`src/rtl/dmem_arbiter.sv`:
```
// dmem_arbiter: shares one synchronous-read data memory (8-bit address,
// 16-bit data, 1-cycle read latency) between the CPU MEM stage and a host
// loader/debug port. The CPU has fixed priority. A host that has been refused
// for WAIT_LIMIT consecutive cycles wins the next arbitration. A locked host
// burst is broken after MAX_BURST grants while the CPU is waiting.
module dmem_arbiter #(
    parameter int WAIT_LIMIT = 4,   // 1..15
    parameter int MAX_BURST  = 8    // 1..15
) (
    input  logic        clock,
    input  logic        reset,
    // CPU channel
    input  logic        cpu_req,
    input  logic        cpu_we,
    input  logic [7:0]  cpu_addr,
    input  logic [15:0] cpu_wdata,
    output logic        cpu_gnt,
    output logic        cpu_rvalid,
    output logic [15:0] cpu_rdata,
    // Host channel
    input  logic        host_req,
    input  logic        host_we,
    input  logic [7:0]  host_addr,
    input  logic [15:0] host_wdata,
    input  logic        host_lock,
    output logic        host_gnt,
    output logic        host_rvalid,
    output logic [15:0] host_rdata,
    // Memory side
    output logic [7:0]  d_addr,
    output logic [15:0] d_dataout,
    output logic        d_we,
    input  logic [15:0] d_datain
);

    localparam logic [1:0] OWNER_NONE = 2'd0;
    localparam logic [1:0] OWNER_CPU  = 2'd1;
    localparam logic [1:0] OWNER_HOST = 2'd2;

    localparam logic [3:0] WAIT_LIM  = 4'(WAIT_LIMIT);
    localparam logic [3:0] BURST_LIM = 4'(MAX_BURST);
    localparam logic [3:0] CNT_MAX   = 4'hF;

    logic [1:0] owner_q, owner_d;
    logic [3:0] wait_cnt_q, wait_cnt_d;
    logic [3:0] burst_cnt_q, burst_cnt_d;
    logic       rd_pend_cpu_q, rd_pend_cpu_d;
    logic       rd_pend_host_q, rd_pend_host_d;

    logic lock_hold;
    logic host_starved;
    logic cpu_win;
    logic host_win;

    // Arbitration: locked host, then starved host, then CPU, then host.
    always_comb begin
        // Comparing with >= (not ==) keeps the lock breakable even if the
        // burst counter ran past the limit while the CPU was idle.
        lock_hold    = (owner_q == OWNER_HOST) && host_req && host_lock &&
                       !(cpu_req && (burst_cnt_q >= BURST_LIM));
        host_starved = host_req && (wait_cnt_q >= WAIT_LIM);
        host_win     = !reset && (lock_hold || host_starved || (host_req && !cpu_req));
        cpu_win      = !reset && cpu_req && !lock_hold && !host_starved;
    end

    // Route the winning channel onto the memory pins; idle drives zeros.
    always_comb begin
        d_addr    = '0;
        d_dataout = '0;
        d_we      = 1'b0;
        if (cpu_win) begin
            d_addr    = cpu_addr;
            d_dataout = cpu_wdata;
            d_we      = cpu_we;
        end else if (host_win) begin
            d_addr    = host_addr;
            d_dataout = host_wdata;
            d_we      = host_we;
        end
    end

    assign cpu_gnt     = cpu_win;
    assign host_gnt    = host_win;
    assign cpu_rvalid  = rd_pend_cpu_q && !reset;
    assign host_rvalid = rd_pend_host_q && !reset;
    assign cpu_rdata   = cpu_rvalid  ? d_datain : '0;
    assign host_rdata  = host_rvalid ? d_datain : '0;

    // Next-state for owner, saturating counters and read-return flags.
    always_comb begin
        owner_d = OWNER_NONE;
        if (cpu_win) begin
            owner_d = OWNER_CPU;
        end else if (host_win) begin
            owner_d = OWNER_HOST;
        end

        if (host_win || !host_req) begin
            wait_cnt_d = '0;
        end else if (wait_cnt_q != CNT_MAX) begin
            wait_cnt_d = wait_cnt_q + 4'd1;
        end else begin
            wait_cnt_d = wait_cnt_q;
        end

        if (host_win && host_lock) begin
            burst_cnt_d = (burst_cnt_q != CNT_MAX) ? burst_cnt_q + 4'd1 : burst_cnt_q;
        end else begin
            burst_cnt_d = '0;
        end

        rd_pend_cpu_d  = cpu_win && !cpu_we;
        rd_pend_host_d = host_win && !host_we;
    end

    // State registers with synchronous reset.
    always_ff @(posedge clock) begin
        if (reset) begin
            owner_q        <= OWNER_NONE;
            wait_cnt_q     <= '0;
            burst_cnt_q    <= '0;
            rd_pend_cpu_q  <= 1'b0;
            rd_pend_host_q <= 1'b0;
        end else begin
            owner_q        <= owner_d;
            wait_cnt_q     <= wait_cnt_d;
            burst_cnt_q    <= burst_cnt_d;
            rd_pend_cpu_q  <= rd_pend_cpu_d;
            rd_pend_host_q <= rd_pend_host_d;
        end
    end

endmodule

```
`config.mk`:
```
export PLATFORM = sky130hd
export DESIGN_NAME = dmem_arbiter
export DESIGN_NICKNAME = d
export VERILOG_FILES = /design/src/rtl/dmem_arbiter.sv
export SDC_FILE = /design/constraint.sdc
export NUM_CORES = 1
export LEC_CHECK = 0
export BUFFER_PORTS_ARGS = -buffer_cell sky130_fd_sc_hd__buf_2
export CAP_MARGIN = 20
export CORE_UTILIZATION = 35
export CTS_CLUSTER_DIAMETER = 60
export DETAILED_ROUTE_END_ITERATION = 8
export PLACE_DENSITY = 0.82
export SKIP_CTS_REPAIR_TIMING = 1
export SLEW_MARGIN = 20
export SYNTH_ARGS = -nofsm -noshare
export SYNTH_HDL_FRONTEND = slang
export SYNTH_SLANG_ARGS = --single-unit
export TNS_END_PERCENT = 30
```
`constraint.sdc`:
```
create_clock -name clock -period 4.02 [get_ports clock]
set_input_delay 0.804 -clock clock [delete_from_list [all_inputs] [get_ports clock]]
set_output_delay 0.804 -clock clock [all_outputs]
set_load 0.01 [all_outputs]
```
# After elaboration in Yosys (flattened, before gate mapping)
# Cells that the tools add are included.
# W data, S select, Z words.
# classes
add_sub_neg	2
n_lt_le_gt_ge	2
eq_ne	3
mux	10
bitwise	1
reduce_logical	29
# op_table
operator	count
$mux W16	4
$mux W8	2
$logic_and A1 B1 Y1	15
$add A4 B1 Y4 const B	2
$logic_not A1 Y1	8
$ne A4 B4 Y1 const B	2
$reduce_or A2 Y1	3
$ge A4 B3 Y1 const B	1
$ge A4 B4 Y1 const B	1
$logic_or A1 B1 Y1	3
$mux W1	3
$eq A2 B2 Y1 const B	1
$mux W2	1
$not A1 Y1	1
# word_totals
register_bits	12
out_inout_bits	61
word_cells	53

# Depth between registers and ports, before layout
# depth
ltp_word	10
depth_mapped	5

# Worst setup path after synthesis
# No wires, ideal clock.
# synth_path
path_kind	input-to-output
from	input port cpu_req
to	output port d_addr[0]
arrival_ns	1.726
path_slack_ns	1.490
stages	5
n_path_buf	1
cell_sequence	and2_2 > o32a_4 > clkinv_8 > buf_12 > a22o_1
# synth_via
elab_chain_cells	8
word_cells_on_any_way	14
classes_between	2 x mux; 12 x reduce/logical
# synth_lines
item	line	source
start: declaration	13	input logic cpu_req,
$logic_and A1 B1 Y1	60	!(cpu_req && (burst_cnt_q >= BURST_LIM));
$logic_not A1 Y1	60	
$logic_and A1 B1 Y1	59	lock_hold = (owner_q == OWNER_HOST) && host_req && host_lock &&
$logic_or A1 B1 Y1	62	host_win = !reset && (lock_hold || host_starved || (host_req && !cpu_req));
$logic_or A1 B1 Y1 *	62	
$logic_and A1 B1 Y1 *	62	
via host_gnt	26	output logic host_gnt,
$mux W8 *	75	end else if (host_win) begin
$mux W8 *	71	if (cpu_win) begin
end: declaration	30	output logic [7:0] d_addr,
# The timed path passes the listed nets; every way through them passes the cells marked *.

# Worst setup path after layout
# layout_path
from	input port cpu_req
to	output port d_we
# layout_via
elab_chain_cells	8
word_cells_on_any_way	14
classes_between	2 x mux; 12 x reduce/logical
# layout_lines
item	line	source
$logic_and A1 B1 Y1	60	
$logic_not A1 Y1	60	
$logic_and A1 B1 Y1	59	
$logic_or A1 B1 Y1 (2 in a row)	62	
$logic_and A1 B1 Y1	62	
$mux W1	75	
$mux W1 *	71	
end: declaration	32	output logic d_we,
# Mark *: on every way between the ends. The rest lies on a longest branch, timed or not.

==> metrics.yaml <==
hpwl_mm: 3.00
worstSetupEndpointType: "output port"
holdPathEnd: "wait_cnt_q[0]"
yosysUniqueCellTypes: 32
ys_seq_area_share_pct: 22.7
fp.dieW_um: 57.0
groute.usage.overall_pct: 20.9
syn-num-nets: 193
htree_levels: 1
slew_headroom_pct: 46.2
antenna_cells: 0
io_pins: 132
grt_max_degree: 28
synth_xor_xnor_area_share_pct: 0.826
cts_buffers: 3
antenna_found_initial: 0
ys_ff_latch: 12
drv_slew: 0
cts_tree: "built"
synth_area_per_cell_um2: 8.91
drc: 20
min_path_cells: 1
hold_start: "wait_cnt_q[0]"
cts.path.max_buffers: 2
r2r_start: "owner_q[0]"
critPathTopFamily: "compound AO/OA/AOI/OAI gates"
start_kind: "primary input"
yosys.area_share.adder_pct: 3.54
path_clk_slew_ns: 0.08
hold_viol: 0
synth_edf_count: 0
drive_above_1_share_pct: 59.5
fillCellCount: 259
dieArea_um2: 3250
cp.depth: 6
critPathMaxStageDelay_ns: 0.32
vias: 1353
grt_pass1_vias: 1147
critical_path_required_ns: 3.22
synth_ff_type: "dfxtp_1"
violations: "design-rule violations"
via_per_inst: 4.87
tightest_slew_ns: 0.806
fin_nets: 323
synthMuxAreaShare_pct: 2.01
worstPathArrival_ns: 2.01
asyncSetResetFlopFracSynth_pct: 0
yosysWarningCount: 0
crit_buf_inv: 3
ant_nets: 0
drt-total-wl_mm: 3.62
fp.dieH_um: 57.0
coreArea_um2: 2810
r2r.worst_path.cells: 4
finalSetupViolations: 0
min_path_type: "reg2reg"
max_cap_violations: 0
clock_latency_ns: 0.28
std_cell_rows: 19
p_leak_nw: 1.05
power.total_uw: 318
utilization_pct: 60.8
syn_area_um2: 1060
fin_worst_skew_ns: 0.00791
fmax_mhz: 355
initial_core_util_pct: 37.8
synthSimpleGateAreaFrac_pct: 30.5
gp_congestion: 0.789
finalCritPeriodShare_pct: 70.1
crit_start: "cpu_req"
port_buffers: 131
rrSetupSlack_ns: 2.67
fin_tns_setup_ns: 0
pwr_density_cell_nw_per_um2: 186
syn_inst: 119
cts_sinks: 12
synth_compound_area_share_pct: 29.3
drt_first_pass_iters: 6
drtIter0Drc: 112
rsz0062_at_grt: "false"
ir_drop_mv: 0.163
cts_root_buffer: "clkbuf_4"
critical_path.cell_chain: "buf_2, and2_2, o2111ai_2, inv_4, a22o_2, buf_2"
worstPathMaxFanout: 27
crit_slowest_cell: "o2111ai_2"
gr-total-overflow: 0
path_class: "in2out"
wl_per_cell_um: 13.0
synth_top_family_by_area: "simple AND/OR/NAND/NOR gates"
grt_pass1_wl_mm: 5.36
rr_endpoint: "wait_cnt_q[1]"
status: "finished, violations left"
area_growth_pct: 61.0
fin_crit_ns: 2.82
crit_top_cell: "buf_2"
## placed cells by master, fill, tap and decap left out, drive strengths merged
master   Yosys  routed
dfxtp       12      12
nand3        3       3
inv          7       7
nand2        1       1
clkinv       1       1
mux2i        1       1
o21ai        4       4
nor2         4       4
ha           3       3
nand3b       1       1
nor3         4       4
clkbuf       2       3
and2        33      33
buf          4     131
and3         1       1
conb         1       1
o32a         1       1
nand4b       1       1
a2111oi      1       1
nor2b        2       2
mux2         1       1
a31oi        1       1
o2111ai      1       1
nor3b        1       1
a22o        25      25
or2b         1       1
xnor2        1       1
a211oi       1       1
## report_power, final
group | internal, mW | switching [mW]
logic | 0.0617 | 0.0567
clock network | 0.0348 | 0.0397
registers | 0.122 | 0.00231
total | 0.219 | 0.0988
## worst register-to-register path, delay by kind of cell, from the launching register on
| kind | cells | cell delay, ns |
|---|---|---|
| buf+inv | 1 | 0.18 |
| flops | 1 | 0.30 |
| compound gates | 1 | 0.36 |
| simple gates | 2 | 0.42 |
## flip-flops by register name (all words and copies together) (netlist names)
name	flops
rd_pend_host_q	1
owner_q	2
rd_pend_cpu_q	1
burst_cnt_q	4
wait_cnt_q	4
## through the flow
stage | cells | setup slack, ns | hold WS (ns) | area (um^2)
final | 278 | 1.20 | 0.478 | 1710
after global routing | 278 | 1.10 | 0.483 | 1710
after CTS | 278 | 1.21 | 0.475 | 1710
after detailed placement | 275 | 1.22 | 0.461 | 1680
after global placement | 275 | 1.25 | 0.460 | 1680
after floorplan | 119 | 1.49 | 0.436 | 1060
## cell families after synthesis
kind of cell,count (synthesis)
adder cells (fa/ha/maj),3
other,1
AND/OR/NAND/NOR,52
XOR/XNOR,1
flip-flops,12
AO/OA/AOI/OAI,34
multiplexers,2
buffers and inverters,14
## synth_stat cells, types with 2 or more instances
cell type | number | share of area [%]
nor2_1 | 4 | 1.4
clkbuf_1 | 2 | 0.71
buf_6 | 2 | 2.1
a22o_1 | 21 | 17
o21ai_0 | 4 | 1.9
buf_12 | 2 | 3.8
dfxtp_1 | 12 | 23
a22o_2 | 4 | 3.8
ha_1 | 3 | 3.5
nand3_1 | 3 | 1.4
nor2b_1 | 2 | 1.2
and2_1 | 32 | 19
nor3_1 | 4 | 1.9
inv_1 | 6 | 2.1
## cell type report
class | count | area, um^2 | area share [%]
Timing Repair Buffer | 131 | 656 | 38.4
Multi-Input combinational cell | 93 | 704 | 41.3
Sequential cell | 12 | 240 | 14.1
Clock buffer | 3 | 22.5 | 1.32
Tap cell | 31 | 38.8 | 2.27
Inverter | 8 | 45.0 | 2.64
## metal layers
layer | vias up | wire (um) | share of wire [%] | track usage (%)
li1 | 687 | - | - | -
met1 | 593 | 1350 | 37 | 24.0
met4 | 0 | 25 | 0.69 | 4.53
met3 | 3 | 326 | 9.0 | 4.08
met2 | 70 | 1920 | 53 | 39.8
met5 | - | 0 | 0 | 0
## worst max path at each step
stage | endpoint | slack (ns)
6_report | d_we | 1.20
5_1_grt | host_rdata[0] | 1.10
2_1_floorplan | d_addr[0] | 1.49
3_5_place_dp | d_we | 1.22
4_1_cts | d_we | 1.21
3_3_place_gp | d_dataout[7] | 1.25
Note: power is estimated with default switching activity, not from simulation.
